File: src/rtl/mem_sched_pkg.sv
// Shared types and helpers for the memory issue scheduler.
package mem_sched_pkg;

  localparam int unsigned TAG_W       = 3;
  localparam int unsigned DATA_W      = 32;
  localparam int unsigned SCHED_DEPTH = 4;

  // One buffered load/store; base/data hold a producer tag in [TAG_W-1:0] while not ready
  typedef struct packed {
    logic              valid;
    logic              issued;
    logic              is_store;
    logic [TAG_W-1:0]  id;
    logic              base_rdy;
    logic [DATA_W-1:0] base;
    logic [DATA_W-1:0] offset;
    logic              data_rdy;
    logic [DATA_W-1:0] data;
  } entry_t;

  // Payload handed to the memory pipe
  typedef struct packed {
    logic              valid;
    logic              mem_read;
    logic              mem_write;
    logic [TAG_W-1:0]  id;
    logic [DATA_W-1:0] src_a;
    logic [DATA_W-1:0] src_b;
    logic [DATA_W-1:0] store_data;
  } issue_t;

  // Pointer width for a power-of-two buffer depth
  function automatic int unsigned ptr_w(input int unsigned depth);
    return (depth > 1) ? $clog2(depth) : 1;
  endfunction

  // Effective address of an entry
  function automatic logic [DATA_W-1:0] eff_addr(input entry_t e);
    return DATA_W'(e.base + e.offset);
  endfunction

endpackage

File: src/rtl/mem_sched_picker.sv
// Oldest-eligible selector: priority encoder rotated so the head slot wins.
module mem_sched_picker
  import mem_sched_pkg::*;
#(
  parameter int unsigned DEPTH = SCHED_DEPTH,
  parameter int unsigned PTR_W = ptr_w(DEPTH)
) (
  input  logic [DEPTH-1:0] elig,
  input  logic [PTR_W-1:0] head,
  output logic             gnt_valid_c,
  output logic [PTR_W-1:0] gnt_idx_c
);

  logic [PTR_W-1:0] idx_c;

  // Walk from youngest to oldest so the oldest eligible slot is the last one written
  always_comb begin
    gnt_valid_c = 1'b0;
    gnt_idx_c   = '0;
    idx_c       = '0;
    for (int i = int'(DEPTH) - 1; i >= 0; i--) begin
      idx_c = head + PTR_W'(i);
      if (elig[idx_c]) begin
        gnt_valid_c = 1'b1;
        gnt_idx_c   = idx_c;
      end
    end
  end

endmodule

File: src/rtl/mem_issue_scheduler.sv
// Load/store buffer with CDB operand capture and in-order-safe single issue.
// Optional: define MEM_SCHED_LOAD_BYPASS_EN to let loads pass older unissued
// stores whose address is known and different.
module mem_issue_scheduler
  import mem_sched_pkg::*;
#(
  parameter int unsigned DEPTH = SCHED_DEPTH
) (
  input  logic                   clk,
  input  logic                   rst,
  input  logic                   alloc_valid,
  output logic                   alloc_ready,
  input  logic                   alloc_is_store,
  input  logic [TAG_W-1:0]       alloc_id,
  input  logic                   alloc_base_rdy,
  input  logic [DATA_W-1:0]      alloc_base,
  input  logic [DATA_W-1:0]      alloc_offset,
  input  logic                   alloc_data_rdy,
  input  logic [DATA_W-1:0]      alloc_data,
  input  logic                   cdb_valid,
  input  logic [TAG_W-1:0]       cdb_tag,
  input  logic [DATA_W-1:0]      cdb_value,
  output logic                   mem_valid_M,
  output logic                   mem_MemRead_M,
  output logic                   mem_MemWrite_M,
  output logic [TAG_W-1:0]       mem_id_M,
  output logic [DATA_W-1:0]      mem_srcA_M,
  output logic [DATA_W-1:0]      mem_srcB_M,
  output logic [DATA_W-1:0]      mem_store_data_M,
  output logic [ptr_w(DEPTH):0]  occupancy
);

  localparam int unsigned PTR_W = ptr_w(DEPTH);
  localparam int unsigned OCC_W = PTR_W + 1;

  entry_t           ent_q [DEPTH];
  entry_t           ent_d [DEPTH];
  logic [PTR_W-1:0] head_q, head_d, tail_q, tail_d;
  logic [OCC_W-1:0] occ_q, occ_d, freed;
  logic             alloc_ready_q, alloc_ready_d;
  issue_t           iss_q, iss_d;

  logic [DEPTH-1:0] elig_c;
  logic             gnt_valid_c;
  logic [PTR_W-1:0] gnt_idx_c;
  logic             older_ok, free_run, do_alloc;
  logic [PTR_W-1:0] age_j, age_k, fidx;
  entry_t           new_ent;

  // Eligibility: operands ready and no older unissued op that must stay ahead
  always_comb begin
    elig_c   = '0;
    older_ok = 1'b0;
    age_j    = '0;
    age_k    = '0;
    for (int j = 0; j < int'(DEPTH); j++) begin
      older_ok = ent_q[j].valid && !ent_q[j].issued && ent_q[j].base_rdy &&
                 (!ent_q[j].is_store || ent_q[j].data_rdy);
      age_j = PTR_W'(j) - head_q;
      for (int k = 0; k < int'(DEPTH); k++) begin
        age_k = PTR_W'(k) - head_q;
        if (ent_q[k].valid && !ent_q[k].issued && (age_k < age_j)) begin
          if (ent_q[j].is_store) begin
            older_ok = 1'b0;
          end else if (ent_q[k].is_store) begin
`ifdef MEM_SCHED_LOAD_BYPASS_EN
            if (!ent_q[k].base_rdy || (eff_addr(ent_q[k]) == eff_addr(ent_q[j])))
              older_ok = 1'b0;
`else
            older_ok = 1'b0;
`endif
          end
        end
      end
      elig_c[j] = older_ok;
    end
  end

  mem_sched_picker #(
    .DEPTH (DEPTH),
    .PTR_W (PTR_W)
  ) u_picker (
    .elig        (elig_c),
    .head        (head_q),
    .gnt_valid_c (gnt_valid_c),
    .gnt_idx_c   (gnt_idx_c)
  );

  // Next state: CDB snoop, issue mark, head retire, tail alloc
  always_comb begin
    ent_d    = ent_q;
    head_d   = head_q;
    tail_d   = tail_q;
    iss_d    = '0;
    freed    = '0;
    free_run = 1'b1;
    fidx     = '0;
    new_ent  = '0;
    do_alloc = alloc_valid && alloc_ready_q;

    for (int j = 0; j < int'(DEPTH); j++) begin
      if (cdb_valid && ent_q[j].valid) begin
        if (!ent_q[j].base_rdy && (ent_q[j].base[TAG_W-1:0] == cdb_tag)) begin
          ent_d[j].base     = cdb_value;
          ent_d[j].base_rdy = 1'b1;
        end
        if (ent_q[j].is_store && !ent_q[j].data_rdy && (ent_q[j].data[TAG_W-1:0] == cdb_tag)) begin
          ent_d[j].data     = cdb_value;
          ent_d[j].data_rdy = 1'b1;
        end
      end
    end

    if (gnt_valid_c) begin
      ent_d[gnt_idx_c].issued = 1'b1;
      iss_d.valid      = 1'b1;
      iss_d.mem_read   = !ent_q[gnt_idx_c].is_store;
      iss_d.mem_write  = ent_q[gnt_idx_c].is_store;
      iss_d.id         = ent_q[gnt_idx_c].id;
      iss_d.src_a      = ent_q[gnt_idx_c].base;
      iss_d.src_b      = ent_q[gnt_idx_c].offset;
      iss_d.store_data = ent_q[gnt_idx_c].is_store ? ent_q[gnt_idx_c].data : '0;
    end

    for (int i = 0; i < int'(DEPTH); i++) begin
      fidx = head_q + PTR_W'(i);
      if (free_run && ent_d[fidx].valid && ent_d[fidx].issued) begin
        ent_d[fidx] = '0;
        freed       = freed + OCC_W'(1);
      end else begin
        free_run = 1'b0;
      end
    end
    head_d = head_q + PTR_W'(freed);

    if (do_alloc) begin
      new_ent.valid    = 1'b1;
      new_ent.is_store = alloc_is_store;
      new_ent.id       = alloc_id;
      new_ent.base_rdy = alloc_base_rdy;
      new_ent.base     = alloc_base;
      new_ent.offset   = alloc_offset;
      new_ent.data_rdy = alloc_data_rdy;
      new_ent.data     = alloc_data;
      if (cdb_valid && !alloc_base_rdy && (alloc_base[TAG_W-1:0] == cdb_tag)) begin
        new_ent.base     = cdb_value;
        new_ent.base_rdy = 1'b1;
      end
      if (cdb_valid && alloc_is_store && !alloc_data_rdy && (alloc_data[TAG_W-1:0] == cdb_tag)) begin
        new_ent.data     = cdb_value;
        new_ent.data_rdy = 1'b1;
      end
      ent_d[tail_q] = new_ent;
      tail_d        = tail_q + PTR_W'(1);
    end

    occ_d         = occ_q + OCC_W'(do_alloc) - freed;
    alloc_ready_d = occ_d < OCC_W'(DEPTH);
  end

  // State and issue registers
  always_ff @(posedge clk or negedge rst) begin
    if (!rst) begin
      for (int i = 0; i < int'(DEPTH); i++) ent_q[i] <= '0;
      head_q        <= '0;
      tail_q        <= '0;
      occ_q         <= '0;
      alloc_ready_q <= 1'b1;
      iss_q         <= '0;
    end else begin
      ent_q         <= ent_d;
      head_q        <= head_d;
      tail_q        <= tail_d;
      occ_q         <= occ_d;
      alloc_ready_q <= alloc_ready_d;
      iss_q         <= iss_d;
    end
  end

  assign alloc_ready      = alloc_ready_q;
  assign occupancy        = occ_q;
  assign mem_valid_M      = iss_q.valid;
  assign mem_MemRead_M    = iss_q.mem_read;
  assign mem_MemWrite_M   = iss_q.mem_write;
  assign mem_id_M         = iss_q.id;
  assign mem_srcA_M       = iss_q.src_a;
  assign mem_srcB_M       = iss_q.src_b;
  assign mem_store_data_M = iss_q.store_data;

endmodule
File: config.mk
export PLATFORM = sky130hd
export DESIGN_NAME = mem_issue_scheduler
export DESIGN_NICKNAME = d
export VERILOG_FILES = /design/src/rtl/mem_sched_pkg.sv /design/src/rtl/mem_sched_picker.sv /design/src/rtl/mem_issue_scheduler.sv
export SDC_FILE = /design/constraint.sdc
export NUM_CORES = 1
export LEC_CHECK = 0
export BUFFER_PORTS_ARGS = -buffer_cell sky130_fd_sc_hd__buf_2
export CORE_ASPECT_RATIO = 0.9
export CORE_MARGIN = 4
export CORE_UTILIZATION = 25
export CTS_BUF_LIST = sky130_fd_sc_hd__clkbuf_8
export CTS_CLUSTER_DIAMETER = 80
export DETAILED_ROUTE_END_ITERATION = 10
export GPL_ROUTABILITY_DRIVEN = 0
export HOLD_SLACK_MARGIN = 0.03
export PLACE_DENSITY = 0.49
export SYNTH_ARGS = -nofsm -noshare
export SYNTH_HDL_FRONTEND = slang
export SYNTH_SLANG_ARGS = --single-unit
File: constraint.sdc
create_clock -name clk -period 8.8 [get_ports clk]
set_input_delay 0.44 -clock clk [delete_from_list [all_inputs] [get_ports clk]]
set_output_delay 0.44 -clock clk [all_outputs]
set_load 0.02 [all_outputs]
==> impl_metrics.py <==
metrics = {
    "outcome": {
        "status": "finished clean",
    },
    "sta": {
        "holdWs_ns": 0.119,
        "period_share_pct": 85.7,
        "setup_violations": 0,
        "fin_skew_ns": 0.0820,
        "slew-limit-headroom_pct": 25.0,
        "finalSetupTns_ns": 0,
        "report.final.slew_viol_count": 0,
        "period_needed_ns": 7.54,
        "tightest_slew_ns": 1.12,
        "setup_ws_ns": 1.26,
        "hold_violations": 0,
        "max_clock_freq_mhz": 133,
        "rsz0062_at_grt": "false",
    },
    "floorplanning": {
        "coreArea_um2": 117000,
        "ioPinCount": 247,
        "die_h_um": 334,
        "die_w_um": 370,
        "rows": 119,
        "dieArea_um2": 123000,
        "start_util_pct": 25.2,
    },
    "clock_network": {
        "post_cts_buffers": 0,
        "worstSkewPairLatency_ns": 0.77,
        "cts_max_level": 3,
        "clock-root-buffer": "clkbuf_8",
        "clkTransAtPathRegs_ns": 0.06,
        "cts_buffers": 100,
        "cts_tree": "done",
        "cts_hold_buffers": 47,
        "cts.path.max_buffers": 3,
        "cts.sinks": 526,
        "cts-resized-gates": 0,
    },
    "setup_path": {
        "critical_path.top_delay_family": "buffers and inverters",
        "cpMostUsedCell": "buf_4",
        "critPathMaxFanout": 61,
        "path_class": "reg -> reg",
        "crit_chain": "buf_4 -> inv_1 -> ha_1 -> clkinv_1 -> nor4_1 -> o21ai_0 -> o32a_1 -> a221oi_4 -> o221ai_2 -> a221o_1 -> o21a_4 -> and2_1 -> ha_1 -> nand2_1 -> nor4_1 -> a2bb2oi_2 -> or2_4 -> buf_4 -> buf_4 -> a21oi_4 -> buf_4 -> o41ai_1",
        "start_kind": "flop",
        "cp.arrival_ns": 8.17,
        "endpoint_kind": "flop",
        "worst-path-buf-inv": 6,
        "cp_slowest_stage_delay_ns": 0.76,
        "cpMaxStageDelayCell": "buf_4",
        "cp.required_ns": 9.43,
    },
    "place": {
        "pre_cts_ws_ns": 1.32,
        "placed_area_um2": 32000,
        "dpl.hpwl_mm": 64.2,
        "place_inst": 4310,
        "port_buffers": 246,
    },
    "power": {
        "power_mw": 13.8,
        "power_leakage_nw": 14.2,
        "irDropWorstVdd_uv": 327,
        "powerDensity_nw_per_um2": 398,
    },
    "finish": {
        "finalCoreUtilization_pct": 29.6,
        "fin_cells": 4547,
        "final_area_um2": 34600,
        "layout.nets": 3045,
        "area_growth_pct": 17.6,
        "drive_above_1_share_pct": 30.1,
    },
    "yosys": {
        "ys_seq_area_share_pct": 44.7,
        "synth_seq_cells": 526,
        "synth_edf_count": 0,
        "synth_flop_cell": "dfrtp_1",
        "netlist.area_leader.share_pct": 44.6,
        "synth_top_area_cell": "dfrtp_1",
        "yosysMostFrequentCell": "dfrtp_1",
        "synth.avg_cell_area_um2": 10.8,
        "syn_nets": 2898,
        "syn_area_um2": 29400,
        "yosys-top-cells-area": "dfrtp_1 45%, mux4_2 7.6%, mux2_2 7.4%",
        "yosysWarnings": 0,
        "ys_async_sr_fraction_pct": 100,
        "synth_commonest_cells": "525 x dfrtp_1, 336 x nand2_1, 227 x clkbuf_1",
        "synthCells": 2739,
        "ys_types": 81,
    },
    "routing": {
        "drt_iter0_drc": 1941,
        "drtAntennaViolNets": 0,
        "firstDrtPassIters": 5,
        "drcViolationCount": 0,
        "via_per_inst": 5.15,
        "routed-via-count": 23400,
        "drt_wl_total_mm": 111,
        "wl_per_cell_um": 24.5,
    },
    "flow_run": {
        "max-cap-violations": 0,
    },
    "global_routing": {
        "grt_pass1_wl_mm": 167,
        "grt_max_degree": 125,
        "track_usage_pct": 17.7,
        "antenna_found_initial": 9,
        "grt_pass1_vias": 24200,
        "grt_overflow": 0,
    },
    "worst_hold_path": {
        "worstHoldPathType": "in -> reg",
    },
}
cells in the final DEF, fill, tap and decap left out, types with 12 or more instances in the layout:
cell           synthesis  routed
xnor2_1               12      12
ha_1                  17      17
mux4_2               100     100
and2_1                74      72
dfrtp_1              525     525
nor2_1                84      82
clkinv_2               0      18
nor2b_1               38      35
nand3_1              147     143
dlygate4sd3_1          0      47
o31ai_2               65      65
buf_2                 16     245
nand2_1              336     335
o21ai_0              108     108
a31oi_1               73      73
a32oi_1               36      36
nand2b_1              71      69
clkbuf_8               0     127
inv_1                 19      40
mux2i_1              131     131
o31ai_1               44      44
o21ai_1               20      19
o41ai_1               45      45
o22ai_1              132     132
mux2_2               193     193
buf_4                 18      49
xor2_1                25      25
o41ai_2               21      21
final timing paths:
path	start	to	slack (ns)	cells past startpoint
worst max-delay path	head_q[0]	ent_q[214]	1.26	22
worst min-delay path	alloc_data[14]	ent_q[118]	0.12	3
worst max register to register	head_q[0]	ent_q[214]	1.26	22
worst min register to register	ent_q[266]	ent_q[266]	0.52	2
max in group asynchronous	rst	ent_q[287]	6.35	4
min in group asynchronous	rst	ent_q[63]	0.22	2
area by class of cell:
class / count / area (µm²)
fill: 12200 / 82400
multi-input combinational: 1889 / 15100
sequential: 526 / 13200
timing repair buffer: 348 / 2200
tap: 1573 / 1970
clock buffer: 127 / 1750
clock inverter: 56 / 409
inverter: 21 / 81.3
antenna: 7 / 17.5
power by group:
| part | internal (mW) | total, mW | switching, mW |
|---|---|---|---|
| logic | 2.92 | 7.36 | 4.44 |
| clock network | 1.43 | 2.62 | 1.19 |
| registers | 3.33 | 3.82 | 0.493 |
cells by family after synthesis:
family | synth area share (%)
DFF | 44.7
muxes | 19.5
adders and majority gates | 0.790
AOI/OAI and AO/OA | 16.0
and+or+nand+nor | 13.1
buffers and inverters | 4.81
xor gates and xnor gates | 1.10
metal layers:
| layer | track usage (%) | part of all wire, % | vias up |
|---|---|---|---|
| li1 | - | - | 10400 |
| met1 | 24.2 | 45 | 12000 |
| met2 | 27.8 | 46 | 795 |
| met3 | 3.92 | 6.2 | 181 |
| met4 | 6.05 | 2.6 | 6 |
| met5 | 0 | 0.038 | - |
registers in the layout, summed over array words and instances, names as in the netlist, 2 cells and up:
signal / count
occupancy: 3
mem_srcB_M: 32
head_q: 2
tail_q: 2
mem_store_data_M: 32
ent_q: 416
mem_srcA_M: 32
mem_id_M: 3
worst reg2reg max path, stage by stage, from the launching register on:
cell	delay (ns)
dfrtp_1	0.32
buf_4	0.24
inv_1	0.29
ha_1	0.63
clkinv_1	0.37
nor4_1	0.44
o21ai_0	0.15
o32a_1	0.32
a221oi_4	0.42
o221ai_2	0.20
a221o_1	0.41
o21a_4	0.17
and2_1	0.17
ha_1	0.24
nand2_1	0.09
nor4_1	0.06
a2bb2oi_2	0.26
or2_4	0.18
buf_4	0.65
buf_4	0.80
a21oi_4	0.04
buf_4	0.47
o41ai_1	0.52
Note: power is estimated with default switching activity, not from simulation.
